--- src/rtl/hz_pkg.sv ---
// Shared constants and slot bundle for the hazard/forwarding controller.
// Also holds the small field-update helpers used by the top.
package hz_pkg;

  localparam logic [2:0] SEL_RF = 3'd0;
  localparam logic [2:0] SEL_E  = 3'd1;
  localparam logic [2:0] SEL_M  = 3'd2;
  localparam logic [2:0] SEL_W  = 3'd3;

  localparam logic [1:0] TUSE_NONE = 2'd3;

  localparam logic [1:0] TNEW_E = 2'd0;
  localparam logic [1:0] TNEW_M = 2'd1;
  localparam logic [1:0] TNEW_W = 2'd2;

  typedef struct packed {
    logic [4:0] wa;
    logic [1:0] tnew;
    logic [4:0] rs;
    logic [4:0] rt;
    logic [1:0] tuse_rs;
    logic [1:0] tuse_rt;
  } slot_t;

  localparam slot_t SLOT_BUBBLE = '{
    wa:      5'd0,
    tnew:    2'd0,
    rs:      5'd0,
    rt:      5'd0,
    tuse_rs: TUSE_NONE,
    tuse_rt: TUSE_NONE
  };

  function automatic logic [1:0] dec_sat(input logic [1:0] x);
    return (x == 2'd0) ? 2'd0 : x - 2'd1;
  endfunction

  // An unused operand stays unused as it moves down the pipe.
  function automatic logic [1:0] dec_tuse(input logic [1:0] x);
    return (x == TUSE_NONE) ? TUSE_NONE : dec_sat(x);
  endfunction

  function automatic logic hit(
    input logic [4:0] wa,
    input logic [4:0] r
  );
    return (r != 5'd0) && (wa == r);
  endfunction

endpackage

--- src/rtl/md_busy_ctr.sv ---
// Multiply/divide occupancy counter.
// Loads the unit latency on start, counts down to idle.
module md_busy_ctr #(
  parameter int MUL_LAT = 5,
  parameter int DIV_LAT = 10,
  parameter int CNT_W   = 4
) (
  input  logic clk,
  input  logic reset,
  input  logic load,
  input  logic div,
  output logic busy
);

  localparam logic [CNT_W-1:0] ONE  = CNT_W'(1);
  localparam logic [CNT_W-1:0] LMUL = CNT_W'(MUL_LAT);
  localparam logic [CNT_W-1:0] LDIV = CNT_W'(DIV_LAT);

  logic [CNT_W-1:0] cnt;

  // Load on an accepted MD start, otherwise drain toward zero.
  always_ff @(posedge clk) begin
    if (reset) begin
      cnt <= '0;
    end else if (load) begin
      cnt <= div ? LDIV : LMUL;
    end else if (cnt != '0) begin
      cnt <= cnt - ONE;
    end
  end

  assign busy = (cnt != '0);

endmodule

--- src/rtl/hazard_fwd_ctrl.sv ---
// Hazard and bypass controller for the 5-stage pipeline.
// Tracks E/M/W result latency; drives stall and bypass selects.
module hazard_fwd_ctrl
  import hz_pkg::*;
#(
  parameter int MUL_LAT = 5,
  parameter int DIV_LAT = 10,
  parameter int CNT_W   = 4
) (
  input  logic       clk,
  input  logic       reset,
  input  logic       d_valid,
  input  logic [4:0] d_rs,
  input  logic [4:0] d_rt,
  input  logic [1:0] d_tuse_rs,
  input  logic [1:0] d_tuse_rt,
  input  logic [4:0] d_wa,
  input  logic [1:0] d_tnew,
  input  logic       d_md_start,
  input  logic       d_md_div,
  input  logic       d_md_use,
  output logic       stall,
  output logic [2:0] sel_rs_d,
  output logic [2:0] sel_rt_d,
  output logic [2:0] sel_rs_e,
  output logic [2:0] sel_rt_e,
  output logic [2:0] sel_rt_m,
  output logic       md_busy
);

  slot_t e_q, m_q, w_q;
  slot_t d_slot;
  logic  e_md_q;
  logic  issue;
  logic  stall_rs, stall_rt, stall_md;
  logic  unused_fields;

  // Nearest enabled producer wins; it bypasses only once its value exists.
  function automatic logic [2:0] fwd(
    input logic [4:0] r,
    input logic [2:0] en,
    input logic [4:0] e_wa,
    input logic [1:0] e_tn,
    input logic [4:0] m_wa,
    input logic [1:0] m_tn,
    input logic [4:0] w_wa,
    input logic [1:0] w_tn
  );
    logic [2:0] sel;
    sel = SEL_RF;
    if (en[0] && hit(e_wa, r)) begin
      sel = (e_tn == 2'd0) ? SEL_E : SEL_RF;
    end else if (en[1] && hit(m_wa, r)) begin
      sel = (m_tn == 2'd0) ? SEL_M : SEL_RF;
    end else if (en[2] && hit(w_wa, r)) begin
      sel = (w_tn == 2'd0) ? SEL_W : SEL_RF;
    end
    return sel;
  endfunction

  // Stall when the nearest producer is later than the consumer needs it.
  function automatic logic src_stall(
    input logic [4:0] r,
    input logic [1:0] tuse,
    input logic [4:0] e_wa,
    input logic [1:0] e_tn,
    input logic [4:0] m_wa,
    input logic [1:0] m_tn
  );
    logic s;
    s = 1'b0;
    if (tuse != TUSE_NONE) begin
      if (hit(e_wa, r)) begin
        s = (e_tn > tuse);
      end else if (hit(m_wa, r)) begin
        s = (m_tn > tuse);
      end
    end
    return s;
  endfunction

  // D-stage interlock from register and HI/LO hazards.
  always_comb begin
    stall_rs = src_stall(d_rs, d_tuse_rs,
                         e_q.wa, e_q.tnew,
                         m_q.wa, m_q.tnew);
    stall_rt = src_stall(d_rt, d_tuse_rt,
                         e_q.wa, e_q.tnew,
                         m_q.wa, m_q.tnew);
    stall_md = d_md_use &&
               (md_busy || (d_md_start && e_md_q));
    stall    = d_valid &&
               (stall_rs || stall_rt || stall_md);
  end

  // Bypass selects for every reader stage.
  always_comb begin
    sel_rs_d = fwd(d_rs, 3'b111,
                   e_q.wa, e_q.tnew, m_q.wa, m_q.tnew,
                   w_q.wa, w_q.tnew);
    sel_rt_d = fwd(d_rt, 3'b111,
                   e_q.wa, e_q.tnew, m_q.wa, m_q.tnew,
                   w_q.wa, w_q.tnew);
    sel_rs_e = fwd(e_q.rs, 3'b110,
                   e_q.wa, e_q.tnew, m_q.wa, m_q.tnew,
                   w_q.wa, w_q.tnew);
    sel_rt_e = fwd(e_q.rt, 3'b110,
                   e_q.wa, e_q.tnew, m_q.wa, m_q.tnew,
                   w_q.wa, w_q.tnew);
    sel_rt_m = fwd(m_q.rt, 3'b100,
                   e_q.wa, e_q.tnew, m_q.wa, m_q.tnew,
                   w_q.wa, w_q.tnew);
  end

  assign issue = d_valid && !stall;

  // Slot image of the D instruction as it lands in E.
  always_comb begin
    d_slot         = SLOT_BUBBLE;
    d_slot.wa      = d_wa;
    d_slot.tnew    = d_tnew;
    d_slot.rs      = d_rs;
    d_slot.rt      = d_rt;
    d_slot.tuse_rs = dec_tuse(d_tuse_rs);
    d_slot.tuse_rt = dec_tuse(d_tuse_rt);
  end

  // Advance the slot pipe; result latency ages each edge.
  always_ff @(posedge clk) begin
    if (reset) begin
      e_q    <= SLOT_BUBBLE;
      m_q    <= SLOT_BUBBLE;
      w_q    <= SLOT_BUBBLE;
      e_md_q <= 1'b0;
    end else begin
      w_q      <= m_q;
      w_q.tnew <= dec_sat(m_q.tnew);
      m_q      <= e_q;
      m_q.tnew <= dec_sat(e_q.tnew);
      e_q      <= issue ? d_slot : SLOT_BUBBLE;
      e_md_q   <= issue && d_md_start;
    end
  end

  md_busy_ctr #(
    .MUL_LAT(MUL_LAT),
    .DIV_LAT(DIV_LAT),
    .CNT_W  (CNT_W)
  ) u_md (
    .clk  (clk),
    .reset(reset),
    .load (issue && d_md_start),
    .div  (d_md_div),
    .busy (md_busy)
  );

  assign unused_fields = ^{w_q.rs, w_q.rt,
                           w_q.tuse_rs, w_q.tuse_rt};

endmodule

--- config.mk ---
export PLATFORM = sky130hd
export DESIGN_NAME = hazard_fwd_ctrl
export DESIGN_NICKNAME = d
export VERILOG_FILES = /design/src/rtl/hz_pkg.sv /design/src/rtl/md_busy_ctr.sv /design/src/rtl/hazard_fwd_ctrl.sv
export SDC_FILE = /design/constraint.sdc
export NUM_CORES = 1
export LEC_CHECK = 0
export ABC_AREA = 1
export BUFFER_PORTS_ARGS = -buffer_cell sky130_fd_sc_hd__buf_4
export CELL_PAD_IN_SITES_DETAIL_PLACEMENT = 1
export CELL_PAD_IN_SITES_GLOBAL_PLACEMENT = 1
export CORE_MARGIN = 2
export CORE_UTILIZATION = 43
export CTS_CLUSTER_DIAMETER = 60
export DETAILED_ROUTE_END_ITERATION = 7
export MAX_ROUTING_LAYER = met4
export PLACE_DENSITY = 0.82
export SYNTH_ARGS = -nofsm -noshare
export SYNTH_HDL_FRONTEND = slang
export SYNTH_HIERARCHICAL = 1
export SYNTH_SLANG_ARGS = --single-unit
--- constraint.sdc ---
create_clock -name clk -period 2.9 [get_ports clk]
set_input_delay 0.58 -clock clk [delete_from_list [all_inputs] [get_ports clk]]
set_output_delay 0.58 -clock clk [all_outputs]
set_load 0.02 [all_outputs]
==> results of run 1 <==
## metrics by stage
stage	instance area [µm²]	util (%)	std cells	hold WS (ps)
detailed placement	2820	50.5	470	416
floorplan	2520	-	373	397
global placement	2820	50.5	470	408
CTS	2910	52.3	478	431
global route	2910	52.3	478	455
finish	2910	52.3	478	423
## cell usage in the layout (no fill, tap or decap), drive strengths merged, types with 12 or more instances in the layout
cell type  netlist  layout
a21oi           13      13
buf              8      38
dfxtp           41      41
ha              12      12
inv             69      69
nand2           75      75
nand3           14      14
nand4           12      12
nor2            59      59
xnor2           13      13
xor2            12      12
## per-layer routing
layer,up-vias,wire [µm]
met4,0,59
met5,-,0
met1,1142,3050
met2,59,3640
li1,1218,-
met3,6,314
## worst max-delay path by stage
stage | from | to | depth (start not counted) | slack, ps
after floorplan | w_q[17]$_SDFF_PP0_ | sel_rt_m[1] | 6 | 510
after global placement | d_rt[4] | stall | 12 | 440
after detailed placement | d_rt[3] | stall | 12 | 390
after CTS | d_rt[4] | stall | 12 | 380
after global routing | m_q[19]$_SDFF_PP0_ | sel_rt_e[1] | 7 | 200
final | m_q[18]$_SDFF_PP0_ | sel_rt_e[1] | 7 | 390
## power groups by stage
stage                     logic, mW  registers [mW]  clock network, mW
after floorplan               0.461           0.674                  0
after global placement        0.620           0.692                  0
after detailed placement      0.647           0.696                  0
after CTS                     0.651           0.682              0.424
after global routing          0.739           0.691              0.442
final                         0.641           0.682              0.410
## registers in the layout (all words and copies together) (netlist names)
signal and flops:
e_q 17, e_md_q 1, w_q 7, m_q 12, u_md/cnt 4
## logic make-up (layout without fill, tap and decap cells)
kind of cell,Yosys count,count (layout)
AOI/OAI and AO/OA,34,34
xor gates and xnor gates,25,25
buffers and inverters,82,115
DFF,41,41
other,1,5
and+or+nand+nor,174,174
adders and majority gates,12,12
## layout make-up
type,count,area share (%)
clock buffers,6,2.84
clock inverters,2,0.473
inverters,69,8.89
multi-input cells,250,46.7
flip-flops and latches,41,28.2
well taps,72,3.09
repair buffers,38,9.79
==> flow_summary.ini, run 1 <==
[run_status]
outcome = complete, no violations

[place]
place_congestion = 0.871
pre_cts_slack_ps = 391
post-dp-hpwl_um = 5680
io_buffers = 38

[final_layout]
diodes = 0
seq_area_um2 = 821
area_delta_synth_final_pct = 16.2
multi_input_area_um2 = 1360
n_fill_cell = 754
nNetsFinal = 444
drive_gt1_share_pct = 14.0

[logic_synthesis]
ys_async_sr_fraction_pct = 0
synth_top_family_by_area = simple AND/OR/NAND/NOR gates
ys_seq_elements = 41
synthFlopType = dfxtp_1
seq_area_frac_synth_pct = 32.8
yosys_warnings = 6
synth_common_cells = 75 x nand2_1, 69 x inv_1, 53 x nor2_1
synth_top_area_share_pct = 32.8
syn_avg_cell_area_um2 = 6.79
syn_inst = 369
yosys.area.top_type = dfxtp_1
synth_most_common_cell = nand2_1
synth_xor_area_share_pct = 8.74
muxShareOfSynthArea_pct = 0
yosys.area_share.simple_pct = 30.4
syn_area_um2 = 2510
ys_top_cells_by_area = dfxtp_1 33%, nand2_1 11%, inv_1 10%
synth_fa_ha_area_share_pct = 5.99
synth_compound_area_share_pct = 8.44
synth_cell_types = 31
synth_edf_count = 0

[global_route]
grt_use_total_pct = 25.2
grt_max_degree = 22
grt_pass1_vias = 2544
grtUsageMet3_pct = 4.27
grt_overflow = 0
use_met1_pct = 28.8
grt_use_met2_pct = 45.4
grt_first_pass_wirelength_um = 12200
busiest_layer = met2
antenna_found_initial = 0

[drt]
viasPerCell = 5.07
first_pass_iters = 4
ant_nets = 0
wirelength_um = 7060
vias = 2425
drcViolationCount = 0
drtIter0Drc = 80
wl_per_cell_um = 14.8

[critical_path]
worstPathRequired_ps = 2320
r2r_slack_ps = 840
r2r_start = m_q[15]$_SDFF_PP0_
max_stage_delay_ps = 500
crit_chain = inv_1, nand2_1, nand4_1, nor4_1, nand2_1, o21ai_0, buf_4
crit_path_top_delay_cell = dfxtp_1
r2r_cells = 13
cp-start-kind = flop
worstReg2RegEnd = u_md/cnt[0]$_SDFFE_PP0P_
worstSetupPathType = reg2out
crit_path_max_fanout = 5
cpMostUsedCell = nand2_1
path_buf_inv = 2
worstSetupEndpointType = output port
crit_family = simple AND/OR/NAND/NOR gates
cp.arrival_ps = 1930

[clock_tree]
ctsLongestPathBuffers = 2
numCtsBuffers = 5
clk_root_buffer_cell = clkbuf_8
cts_max_level = 2
hold_buffers = 0
clk_pin_slew_ps = 80
cts_setup_buffers = 0
ctsResizeCount = 0
clock_latency_ps = 300
cts_tree = yes
clock_sinks = 41

[timing]
slew_violations = 0
timing.final.crit_share_pct = 86.5
skew_ps = 7.12
clock.fmax_ghz = 0.399
setup_tns_ps = 0
fin_crit_ps = 2510
setup_slack_ps = 391
rsz0062_at_grt = no
setup_viol = 0
hold_viol = 0

[power]
switchingPower_mw = 0.663
vdd_drop_max_v = 0.000373
power_density_nw_per_um2 = 595
combPwrFrac_pct = 37.0
p_leak_nw = 1.48
seqPwrFrac_pct = 39.4
internal_power_mw = 1.07
switching_share_pct = 38.3
finalPower_mw = 1.73
clkPwrFrac_pct = 23.6

[min_path]
hold_path_class = reg2reg
whs_path_depth = 1
min-delay-start = m_q[14]$_SDFF_PP0_
holdPathEnd = w_q[14]$_SDFF_PP0_

[floorplanning]
dieArea_um2 = 6460
die_h_um = 80.3
rows = 27
ios = 44
start_util_pct = 45.0
die_w_um = 80.3
core_um2 = 5570

[flow_run]
drv_cap = 0
Power figures use the tool's default switching activity.
==> inputs of run 2 (changes only) <==
--- a/config.mk
+++ b/config.mk
@@ -17,5 +17,4 @@
 export PLACE_DENSITY = 0.82
 export SYNTH_ARGS = -nofsm -noshare
 export SYNTH_HDL_FRONTEND = slang
-export SYNTH_HIERARCHICAL = 1
 export SYNTH_SLANG_ARGS = --single-unit
==> flow_summary.ini, run 2 <==
[logic_synthesis]
synth_xor_area_share_pct = 9.14
yosys.area_share.simple_pct = 30.2
syn_inst = 365
synth_cell_types = 30
seq_area_frac_synth_pct = 32.9
ys_top_cells_by_area = dfxtp_1 33%, nand2_1 13%, inv_1 9.5%
synth_common_cells = 83 x nand2_1, 63 x inv_1, 42 x nor2_1
yosys.area.top_type = dfxtp_1
synth_edf_count = 0
ys_seq_elements = 41
ys_async_sr_fraction_pct = 0
muxShareOfSynthArea_pct = 0
syn_avg_cell_area_um2 = 6.83
syn_area_um2 = 2490
synth_top_area_share_pct = 32.9
synth_most_common_cell = nand2_1
yosys_warnings = 0
synth_fa_ha_area_share_pct = 6.03
synthFlopType = dfxtp_1
synth_compound_area_share_pct = 8.44
synth_top_family_by_area = simple AND/OR/NAND/NOR gates

[critical_path]
worstSetupPathType = in2out
max_stage_delay_ps = 300
crit_path_top_delay_cell = ha_1
worstSetupEndpointType = output port
crit_path_max_fanout = 2
cpMostUsedCell = inv_1
cp.arrival_ps = 2010
worstPathRequired_ps = 2320
cp-start-kind = input port
crit_chain = buf_4, inv_1, ha_1, inv_1, nor2_1, o21ai_0, a21oi_1, nand2_1, nand2_1, o21ai_0, inv_1, buf_4

[drt]
vias = 2399
wirelength_um = 6930
wl_met3_um = 203
drcViolationCount = 0
wl_met1_um = 3120
first_pass_iters = 4
highest_layer = met4
wl_met2_um = 3480
ant_nets = 0
wl_per_cell_um = 14.6
viasPerCell = 5.07
drtIter0Drc = 71

[final_layout]
diodes = 0
largest_reg_flops = 17
layout_common_cells = 83 x nand2_1, 63 x inv_1, 42 x nor2_1, 41 x dfxtp_1, 38 x buf_4
drive_gt1_share_pct = 15.0
final_cells = 473
reg_top3 = e_q (17), m_q (12), w_q (7)
regMostFlops = e_q
final_common_cell = nand2_1
fin_util_pct = 52.4
nNetsFinal = 440
final_area_um2 = 2900
area_delta_synth_final_pct = 16.6

[timing]
tightest_slew_ps = 516
fin_crit_ps = 2590
maxSlewHeadroom_pct = 65.3
setup_slack_ps = 309
worst_hold_slack_ps = 430
clock.fmax_ghz = 0.386
timing.final.crit_share_pct = 89.4
hold_viol = 0
setup_viol = 0
rsz0062_at_grt = no
setup_tns_ps = 0
slew_violations = 0
skew_ps = 12.5

[floorplanning]
start_util_pct = 45.0
ios = 44
rows = 27
dieArea_um2 = 6420
die_h_um = 80.1
core_um2 = 5540
die_w_um = 80.1

[clock_tree]
cts_max_level = 2
numCtsBuffers = 5
ctsLongestPathBuffers = 2
hold_buffers = 0
clock_sinks = 41
ctsResizeCount = 0
cts_tree = yes
clock_latency_ps = 300
clk_pin_slew_ps = 90
cts_setup_buffers = 0
clk_root_buffer_cell = clkbuf_8

[global_route]
grt_pass1_vias = 2518
grt_use_total_pct = 24.0
grt_max_degree = 24
antenna_found_initial = 0
grt_overflow = 0
grt_first_pass_wirelength_um = 11600

[power]
power_density_nw_per_um2 = 621
finalPower_mw = 1.80
vdd_drop_max_v = 0.000508
p_leak_nw = 1.47

[run_status]
outcome = complete, no violations

[place]
post-dp-hpwl_um = 5630
place_area_um2 = 2800
place_congestion = 0.881
io_buffers = 38
pre_cts_slack_ps = 340
placed_cells = 466

[flow_run]
drv_cap = 0

[min_path]
hold_path_class = reg2reg
==> run 2: cell count changes after synthesis, sizes merged, moves of 2 or more <==
cell	before	now
inv	69	65
nand2	75	83
nand3	14	12
nand4	12	9
nor2	59	52
nor4	4	6
o21ai	10	12
==> run 2: kinds of logic (layout without fill, tap and decap cells) <==
family / Yosys count / in the layout
flip-flops: 41 / 41
AND/OR/NAND/NOR: 171 / 171
adder cells (fa/ha/maj): 12 / 12
AO/OA/AOI/OAI: 36 / 36
other: 1 / 5
buffers and inverters: 78 / 110
XOR/XNOR: 26 / 26
==> run 2: layout make-up <==
cell class,instances,area (µm²)
inverters,65,244
fillers,754,2640
clock buffers,5,68.8
flip-flops and latches,41,821
repair buffers,38,285
clock inverters,2,35.0
well taps,72,90.1
multi-input cells,250,1360
==> run 2: path summary, 6_finish.rpt <==
| check | startpoint | endpoint | slack (ps) | depth (start not counted) |
|---|---|---|---|---|
| hold reg to reg | e_q[14]$_SDFF_PP0_ | m_q[14]$_SDFF_PP0_ | 430 | 1 |
| setup reg to reg | e_q[15]$_SDFF_PP0_ | u_md.cnt[1]$_SDFFE_PP0P_ | 980 | 11 |
| hold / removal | e_q[14]$_SDFF_PP0_ | m_q[14]$_SDFF_PP0_ | 430 | 1 |
| setup / recovery | d_tuse_rs[1] | stall | 310 | 12 |
==> run 2: report_power, final <==
group          switching [mW]  internal, mW
Sequential             0.0566         0.624
Clock                   0.203         0.250
Combinational           0.397         0.273
Total                   0.657          1.15
==> run 2: critical path: cells and delay by family <==
kind | cells | cell delay [ps]
AO/OA/AOI/OAI | 3 | 500
adder cells (fa/ha/maj) | 1 | 300
buffers and inverters | 5 | 390
AND/OR/NAND/NOR | 3 | 230
==> run 2: routing by layer <==
| layer | up-vias | track usage [%] |
|---|---|---|
| li1 | 1203 | - |
| met5 | - | - |
| met1 | 1143 | 27.8 |
| met2 | 43 | 40.8 |
| met4 | 0 | 9.15 |
| met3 | 10 | 5.06 |
